`src/rtl/wb_write_arbiter_pkg.sv`:
```
// Shared register-file constants for the writeback arbiter.
// Imported by the interface, the aux queue and the arbiter top.
package wb_write_arbiter_pkg;

    localparam int RegBusW     = 32;
    localparam int RegAddrBusW = 5;
    localparam int AuxQDepth   = 2;

    localparam logic WriteEnable  = 1'b1;
    localparam logic WriteDisable = 1'b0;
    localparam logic RstEnable    = 1'b1;

    localparam logic [RegBusW-1:0] ZeroWord = '0;

endpackage

```
`src/rtl/wb_write_arbiter_if.sv`:
```
// Bus bundle between the result sources, decode and the register-file
// write port; master drives results and read checks, slave is the arbiter.
interface wb_write_arbiter_if
    import wb_write_arbiter_pkg::*;
#(
    parameter int DATA_W = RegBusW,
    parameter int ADDR_W = RegAddrBusW,
    parameter int DEPTH  = AuxQDepth
) ();

    logic                     pipe_we;
    logic [ADDR_W-1:0]        pipe_waddr;
    logic [DATA_W-1:0]        pipe_wdata;

    logic                     aux_valid;
    logic                     aux_ready;
    logic [ADDR_W-1:0]        aux_waddr;
    logic [DATA_W-1:0]        aux_wdata;

    logic                     we;
    logic [ADDR_W-1:0]        waddr;
    logic [DATA_W-1:0]        wdata;

    logic [ADDR_W-1:0]        chk_addr1;
    logic [ADDR_W-1:0]        chk_addr2;
    logic                     hazard1;
    logic                     hazard2;

    logic [$clog2(DEPTH):0]   q_count;

    modport master (
        output pipe_we, pipe_waddr, pipe_wdata,
        output aux_valid, aux_waddr, aux_wdata,
        output chk_addr1, chk_addr2,
        input  aux_ready, we, waddr, wdata,
        input  hazard1, hazard2, q_count
    );

    modport slave (
        input  pipe_we, pipe_waddr, pipe_wdata,
        input  aux_valid, aux_waddr, aux_wdata,
        input  chk_addr1, chk_addr2,
        output aux_ready, we, waddr, wdata,
        output hazard1, hazard2, q_count
    );

endinterface

```
`src/rtl/wb_aux_fifo.sv`:
```
// Small FIFO holding auxiliary results until the write port is free.
// Exposes every entry's address and valid bit for hazard compares.
module wb_aux_fifo
    import wb_write_arbiter_pkg::*;
#(
    parameter int DATA_W = RegBusW,
    parameter int ADDR_W = RegAddrBusW,
    parameter int DEPTH  = AuxQDepth
) (
    input  logic                          clk,
    input  logic                          rst,
    input  logic                          push,
    input  logic [ADDR_W-1:0]             push_addr,
    input  logic [DATA_W-1:0]             push_data,
    input  logic                          pop,
    output logic [ADDR_W-1:0]             head_addr,
    output logic [DATA_W-1:0]             head_data,
    output logic [$clog2(DEPTH):0]        count,
    output logic [DEPTH-1:0]              ent_valid,
    output logic [DEPTH-1:0][ADDR_W-1:0]  ent_addr
);

    localparam int PTR_W = $clog2(DEPTH);
    localparam int CNT_W = PTR_W + 1;
    localparam logic [CNT_W-1:0] FULL = CNT_W'(DEPTH);

    logic [DEPTH-1:0][ADDR_W-1:0] addr_mem;
    logic [DATA_W-1:0]            data_mem [DEPTH];
    logic [PTR_W-1:0]             rd_ptr;
    logic [PTR_W-1:0]             wr_ptr;
    logic [DEPTH-1:0]             valid;

    // Entry payload; never reset since the valid bits gate every use.
    always_ff @(posedge clk) begin
        if (push) begin
            addr_mem[wr_ptr] <= push_addr;
            data_mem[wr_ptr] <= push_data;
        end
    end

    // Pointers wrap naturally because DEPTH is a power of two.
    always_ff @(posedge clk) begin
        if (rst == RstEnable) begin
            rd_ptr <= '0;
            wr_ptr <= '0;
            count  <= '0;
            valid  <= '0;
        end else begin
            if (push) begin
                valid[wr_ptr] <= 1'b1;
                wr_ptr        <= wr_ptr + PTR_W'(1);
            end
            if (pop) begin
                valid[rd_ptr] <= 1'b0;
                rd_ptr        <= rd_ptr + PTR_W'(1);
            end
            count <= count + CNT_W'(push) - CNT_W'(pop);
        end
    end

    // The arbiter must never push into a full or pop an empty queue.
    always_ff @(posedge clk) begin
        if (rst != RstEnable) begin
            assert (!(push && count == FULL));
            assert (!(pop && count == '0));
        end
    end

    assign head_addr = addr_mem[rd_ptr];
    assign head_data = data_mem[rd_ptr];
    assign ent_valid = valid;
    assign ent_addr  = addr_mem;

endmodule

```
`src/rtl/wb_write_arbiter.sv`:
```
// Single register-file write port shared by the pipeline writeback
// (never stalled) and a queued long-latency auxiliary result source.
module wb_write_arbiter
    import wb_write_arbiter_pkg::*;
#(
    parameter int DATA_W = RegBusW,
    parameter int ADDR_W = RegAddrBusW,
    parameter int DEPTH  = AuxQDepth
) (
    input  logic               clk,
    input  logic               rst,
    wb_write_arbiter_if.slave  bus
);

    localparam int CNT_W = $clog2(DEPTH) + 1;
    localparam logic [CNT_W-1:0] FULL = CNT_W'(DEPTH);

    logic                         pipe_real;
    logic                         aux_hs;
    logic                         aux_real;
    logic                         q_empty;
    logic                         pop;
    logic                         push;
    logic                         bypass;
    logic [CNT_W-1:0]             count;
    logic [ADDR_W-1:0]            head_addr;
    logic [DATA_W-1:0]            head_data;
    logic [DEPTH-1:0]             ent_valid;
    logic [DEPTH-1:0][ADDR_W-1:0] ent_addr;

    // Ready depends only on the stored count; reset masks it so no
    // handshake can complete while the queue is being flushed.
    assign bus.aux_ready = (rst != RstEnable) && (count < FULL);
    assign bus.q_count   = count;

    // Port selection: pipeline, then queue head, then direct bypass.
    always_comb begin
        pipe_real = bus.pipe_we && (bus.pipe_waddr != '0);
        aux_hs    = bus.aux_valid && bus.aux_ready;
        aux_real  = aux_hs && (bus.aux_waddr != '0);
        q_empty   = (count == '0);
        pop       = !pipe_real && !q_empty;
        bypass    = !pipe_real && q_empty && aux_real;
        push      = aux_real && !bypass;
    end

    wb_aux_fifo #(
        .DATA_W (DATA_W),
        .ADDR_W (ADDR_W),
        .DEPTH  (DEPTH)
    ) u_fifo (
        .clk       (clk),
        .rst       (rst),
        .push      (push),
        .push_addr (bus.aux_waddr),
        .push_data (bus.aux_wdata),
        .pop       (pop),
        .head_addr (head_addr),
        .head_data (head_data),
        .count     (count),
        .ent_valid (ent_valid),
        .ent_addr  (ent_addr)
    );

    // Registered write port; address/data hold when no write is selected.
    always_ff @(posedge clk) begin
        if (rst == RstEnable) begin
            bus.we    <= WriteDisable;
            bus.waddr <= '0;
            bus.wdata <= DATA_W'(ZeroWord);
        end else if (pipe_real) begin
            bus.we    <= WriteEnable;
            bus.waddr <= bus.pipe_waddr;
            bus.wdata <= bus.pipe_wdata;
        end else if (pop) begin
            bus.we    <= WriteEnable;
            bus.waddr <= head_addr;
            bus.wdata <= head_data;
        end else if (bypass) begin
            bus.we    <= WriteEnable;
            bus.waddr <= bus.aux_waddr;
            bus.wdata <= bus.aux_wdata;
        end else begin
            bus.we    <= WriteDisable;
        end
    end

    // Decode read hazards against queued destinations only.
    always_comb begin
        bus.hazard1 = 1'b0;
        bus.hazard2 = 1'b0;
        for (int i = 0; i < DEPTH; i++) begin
            if (ent_valid[i] && ent_addr[i] == bus.chk_addr1)
                bus.hazard1 = 1'b1;
            if (ent_valid[i] && ent_addr[i] == bus.chk_addr2)
                bus.hazard2 = 1'b1;
        end
        if (bus.chk_addr1 == '0) bus.hazard1 = 1'b0;
        if (bus.chk_addr2 == '0) bus.hazard2 = 1'b0;
    end

endmodule

```
`src/flat_wrapper.sv`:
```
// flat-port wrapper written by rule: the top's interface ports become plain ports
module wb_write_arbiter_flat import wb_write_arbiter_pkg::*;
#(
    parameter int DATA_W = RegBusW,
    parameter int ADDR_W = RegAddrBusW,
    parameter int DEPTH  = AuxQDepth
)
  (clk, rst, bus_pipe_we, bus_pipe_waddr, bus_pipe_wdata, bus_aux_valid, bus_aux_waddr, bus_aux_wdata, bus_chk_addr1, bus_chk_addr2, bus_aux_ready, bus_we, bus_waddr, bus_wdata, bus_hazard1, bus_hazard2, bus_q_count);
  wb_write_arbiter_if #(.DATA_W(DATA_W), .ADDR_W(ADDR_W), .DEPTH(DEPTH)) bus_i ();
  input  logic clk;
  input  logic rst;
  input wire logic [$bits(bus_i.pipe_we)-1:0] bus_pipe_we;
  input wire logic [$bits(bus_i.pipe_waddr)-1:0] bus_pipe_waddr;
  input wire logic [$bits(bus_i.pipe_wdata)-1:0] bus_pipe_wdata;
  input wire logic [$bits(bus_i.aux_valid)-1:0] bus_aux_valid;
  input wire logic [$bits(bus_i.aux_waddr)-1:0] bus_aux_waddr;
  input wire logic [$bits(bus_i.aux_wdata)-1:0] bus_aux_wdata;
  input wire logic [$bits(bus_i.chk_addr1)-1:0] bus_chk_addr1;
  input wire logic [$bits(bus_i.chk_addr2)-1:0] bus_chk_addr2;
  output wire logic [$bits(bus_i.aux_ready)-1:0] bus_aux_ready;
  output wire logic [$bits(bus_i.we)-1:0] bus_we;
  output wire logic [$bits(bus_i.waddr)-1:0] bus_waddr;
  output wire logic [$bits(bus_i.wdata)-1:0] bus_wdata;
  output wire logic [$bits(bus_i.hazard1)-1:0] bus_hazard1;
  output wire logic [$bits(bus_i.hazard2)-1:0] bus_hazard2;
  output wire logic [$bits(bus_i.q_count)-1:0] bus_q_count;
  assign bus_i.pipe_we = bus_pipe_we;
  assign bus_i.pipe_waddr = bus_pipe_waddr;
  assign bus_i.pipe_wdata = bus_pipe_wdata;
  assign bus_i.aux_valid = bus_aux_valid;
  assign bus_i.aux_waddr = bus_aux_waddr;
  assign bus_i.aux_wdata = bus_aux_wdata;
  assign bus_i.chk_addr1 = bus_chk_addr1;
  assign bus_i.chk_addr2 = bus_chk_addr2;
  assign bus_aux_ready = bus_i.aux_ready;
  assign bus_we = bus_i.we;
  assign bus_waddr = bus_i.waddr;
  assign bus_wdata = bus_i.wdata;
  assign bus_hazard1 = bus_i.hazard1;
  assign bus_hazard2 = bus_i.hazard2;
  assign bus_q_count = bus_i.q_count;
  wb_write_arbiter #(.DATA_W(DATA_W), .ADDR_W(ADDR_W), .DEPTH(DEPTH)) u_core (.clk(clk), .rst(rst), .bus(bus_i));
endmodule
```
`config.mk`:
```
export PLATFORM = sky130hd
export DESIGN_NAME = wb_write_arbiter_flat
export DESIGN_NICKNAME = d
export VERILOG_FILES = /design/src/rtl/wb_write_arbiter_pkg.sv /design/src/rtl/wb_write_arbiter_if.sv /design/src/rtl/wb_aux_fifo.sv /design/src/rtl/wb_write_arbiter.sv /design/src/flat_wrapper.sv
export SDC_FILE = /design/constraint.sdc
export NUM_CORES = 1
export LEC_CHECK = 0
export ABC_AREA = 1
export BUFFER_PORTS_ARGS = -buffer_cell sky130_fd_sc_hd__clkbuf_2
export CORE_MARGIN = 4
export CORE_UTILIZATION = 25
export DETAILED_ROUTE_END_ITERATION = 8
export SYNTH_ARGS = -nofsm -noshare
export SYNTH_HDL_FRONTEND = slang
export SYNTH_SLANG_ARGS = --single-unit
```
`constraint.sdc`:
```
create_clock -name clk -period 2.3 [get_ports clk]
set_input_delay 0.23 -clock clk [delete_from_list [all_inputs] [get_ports clk]]
set_output_delay 0.23 -clock clk [all_outputs]
set_load 0.01 [all_outputs]
```
==> results.txt <==
global-route wire length before repair: 25,100 µm
hold path endpoint: u_core.u_fifo.data_mem[0][31]
ant diodes: 0
initial antenna violation count: 0
number of synthesized flops with an enable pin: 74
Skew-Pair Late Insertion Delay: 0.42 ns
clk root buf: clkbuf_16
HP Start: bus_aux_wdata[31]
# resized after CTS: 0
Max Cap Viol: 0
largest net degree at the start of global routing: 35
Tmin final: 1.94 ns
H-tree levels: 4
outcome: finished clean
TNS Setup: 0 ns
r2r endpoint: u_core.u_fifo.count[1]
measured slew at the worst slew-check pin: 0.489 ns
worst setup margin: 0.355 ns
Std-Cell Rows: 54
Setup Fix Bufs, Post-CTS: 0
Cell Area, Placed: 6630 µm²
dpl ws: 0.314 ns
Async SR Flop Fraction: 0%
die height: 159 µm
CTS Buffer Depth: 2
Worst Path Buf+Inv: 1
worst slew margin relative to its limit: 67.4%
Final Hold Vio Count: 0
final wirelength: 16,200 µm
Layout Area Growth over Synthesis: 27.1%
average vias per placed instance: 4.26
Overflow after GRT: 0
min-delay worst type: input pin to flip-flop
R2R Setup Slk: 0.36 ns
CP max stage cell: dfxtp_1
unrepaired setup endpoints after global routing: no
crit start category: flip-flop
sequential area share after synthesis: 55.1%
Initial DRC Count: 219
FF+latch count, synth: 119
slowest stage delay, CP: 0.50 ns
critical path peak fanout: 11
GP Congestion: 0.783
max frequency: 514 MHz
RR Startpoint: u_core.u_fifo.count[1]
Critical path origin: u_core.u_fifo.count[1]
Cells after Synth: 687
Peak VDD IR: 0.000438 V
Slew Viols, Final: 0
Unique masters post-synth: 26
Fill cells: 2,301
PD cells: 1030 nW/µm²
kind of end point of the critical path: flip-flop
layout cell share with drive strength beyond 1: 22.7%
DRC viols: 0
cell mode on critical path: ha_1
final setup violation count: 0
clk_skew: 0.00898 ns
Clock Sinks: 119
Nets: 914
Post-Syn Area per Cell: 8.26 µm²
I/O Pins: 131
Port Buffer Count: 130
router iterations before antenna repair: 4
Hold Path Depth: 1
Synth Net Count: 777
worst path arrival time: 2.24 ns
period utilization: 84.5%
via count: 4,761
Worst R2R Path Depth: 9
total die area: 25,200 µm²
number of global-route vias before repair: 4,683
chip width: 159 µm
finished layout cell area: 7210 µm²
Setup CP Type: flip-flop to flip-flop
Post-DP HPWL: 11,500 µm
Leak: 3.38 nW
CTS tree: done
crit path cell chain: nor2_4 -> nand2_2 -> nand2_1 -> ha_1 -> inv_1 -> ha_1 -> xor2_1 -> o21ai_0 -> a21oi_1
CORE AREA: 22,100 µm²
clk slew on worst S/H paths: 0.06 ns
wire per inst: 14.5 µm
post-route ant nets: 0
synth warn: 0
Initial Utilization: 25.7%
GR Util All Layers: 13.1%
Largest delay share family, worst path: flip-flops
most common flop cell mapped by yosys: edfxtp_1
required time worst endpoint: 2.59 ns
synthesized area: 5670 µm²
TritonCTS buffer count: 17
==> repair_timing <==
| action | in CTS | in global routing |
|---|---|---|
| hold buffers | 2 | 1 |
| setup endpoints to repair | 0 | 0 |
| endpoints found under the hold margin | 4 | 2 |
==> flip-flops by register name, summed over array words and instances (netlist names), named ones only <==
signal and cells:
u_core.u_fifo.data_mem 64, u_core.bus.wdata 32, u_core.u_fifo.ent_addr 10, u_core.bus.waddr 5
u_core.u_fifo.count 2, u_core.u_fifo.ent_valid 2, u_core.bus.we 1, u_core.u_fifo.rd_ptr 1
u_core.u_fifo.wr_ptr 1
==> Yosys cell counts, types with 2 or more instances <==
cell      instances  area share [%]
buf_6             3            0.60
xor2_1            5            0.77
o21ai_0          49             4.3
nor2_4            2            0.40
o22ai_1           9            0.99
ha_1              2            0.44
nor3_1            2            0.18
buf_1             3            0.20
inv_1            80             5.3
o21ai_1          10            0.88
nand3_1          50             4.4
edfxtp_1         74              39
a21oi_1           9            0.79
nand2_1         173              11
buf_2            11            0.97
clkbuf_1         10            0.66
dfxtp_1          45              16
nand3b_1         24             3.2
buf_4             6            0.79
nor2_1          113             7.5
inv_2             2            0.13
==> routing by layer <==
layer	up-vias	GRT usage (%)	routed length, µm
met5	-	0	0
met4	0	4.51	198
met3	15	3.72	950
met2	107	21.6	7780
met1	2151	16.5	7310
li1	2488	-	-
==> cells in the final DEF, fill, tap and decap left out, drive strengths merged <==
cell type      n
inv           83
edfxtp        74
xor2           5
a21oi          9
o22ai          9
o21ai         59
clkinvlp       4
nand2        175
nor3b          1
clkinv         6
clkbuf       151
ha             2
dfxtp         45
nand3b        24
nor2         115
buf           18
nor3           2
dlygate4sd3    3
nand3         52
==> stage by stage <==
stage / cells / hold WS [ns] / power [mW] / util (%)
global route: 1117 / 0.00328 / 7.94 / 32.6
global placement: 1082 / 0.435 / 5.04 / 30.0
floorplan: 687 / 0.299 / 4.27 / -
detailed placement: 1082 / 0.440 / 5.06 / 30.0
finish: 1117 / 0.0232 / 7.44 / 32.6
CTS: 1116 / 0.00169 / 7.55 / 32.6
==> cell type report <==
cell class,instances,area (µm²),area share [%]
clock buffer,21,482,6.68
sequential,119,3120,43.3
timing repair buffer,151,816,11.3
clock inverter,11,72.6,1.01
tap,280,350,4.86
inverter,82,308,4.27
multi-input combinational,453,2060,28.6
==> cells by family after synthesis <==
group / Yosys count / share of synthesized area [%]
buf+inv: 115 / 8.65
fa+ha+maj: 2 / 0.441
compound gates: 77 / 6.99
flops: 119 / 55.1
xor+xnor: 5 / 0.772
simple gates: 369 / 28.1
==> power breakdown <==
part	switching, mW	internal [mW]	total, mW
Sequential	0.212	2.66	2.87
Combinational	1.37	0.735	2.11
Clock	0.966	1.49	2.45
Total	2.55	4.88	7.44
==> how the worst max path moves through the flow <==
stage | slack (ns) | cells after the start | to
2_1_floorplan | 0.15 | 6 | u_core.u_fifo.data_mem[0][0]
3_3_place_gp | 0.35 | 10 | u_core.bus.wdata[1]
3_5_place_dp | 0.31 | 12 | u_core.u_fifo.count[1]
4_1_cts | 0.33 | 9 | u_core.u_fifo.count[1]
5_1_grt | 0.19 | 9 | u_core.u_fifo.count[1]
6_report | 0.36 | 9 | u_core.u_fifo.count[1]
Power figures use the tool's default switching activity.
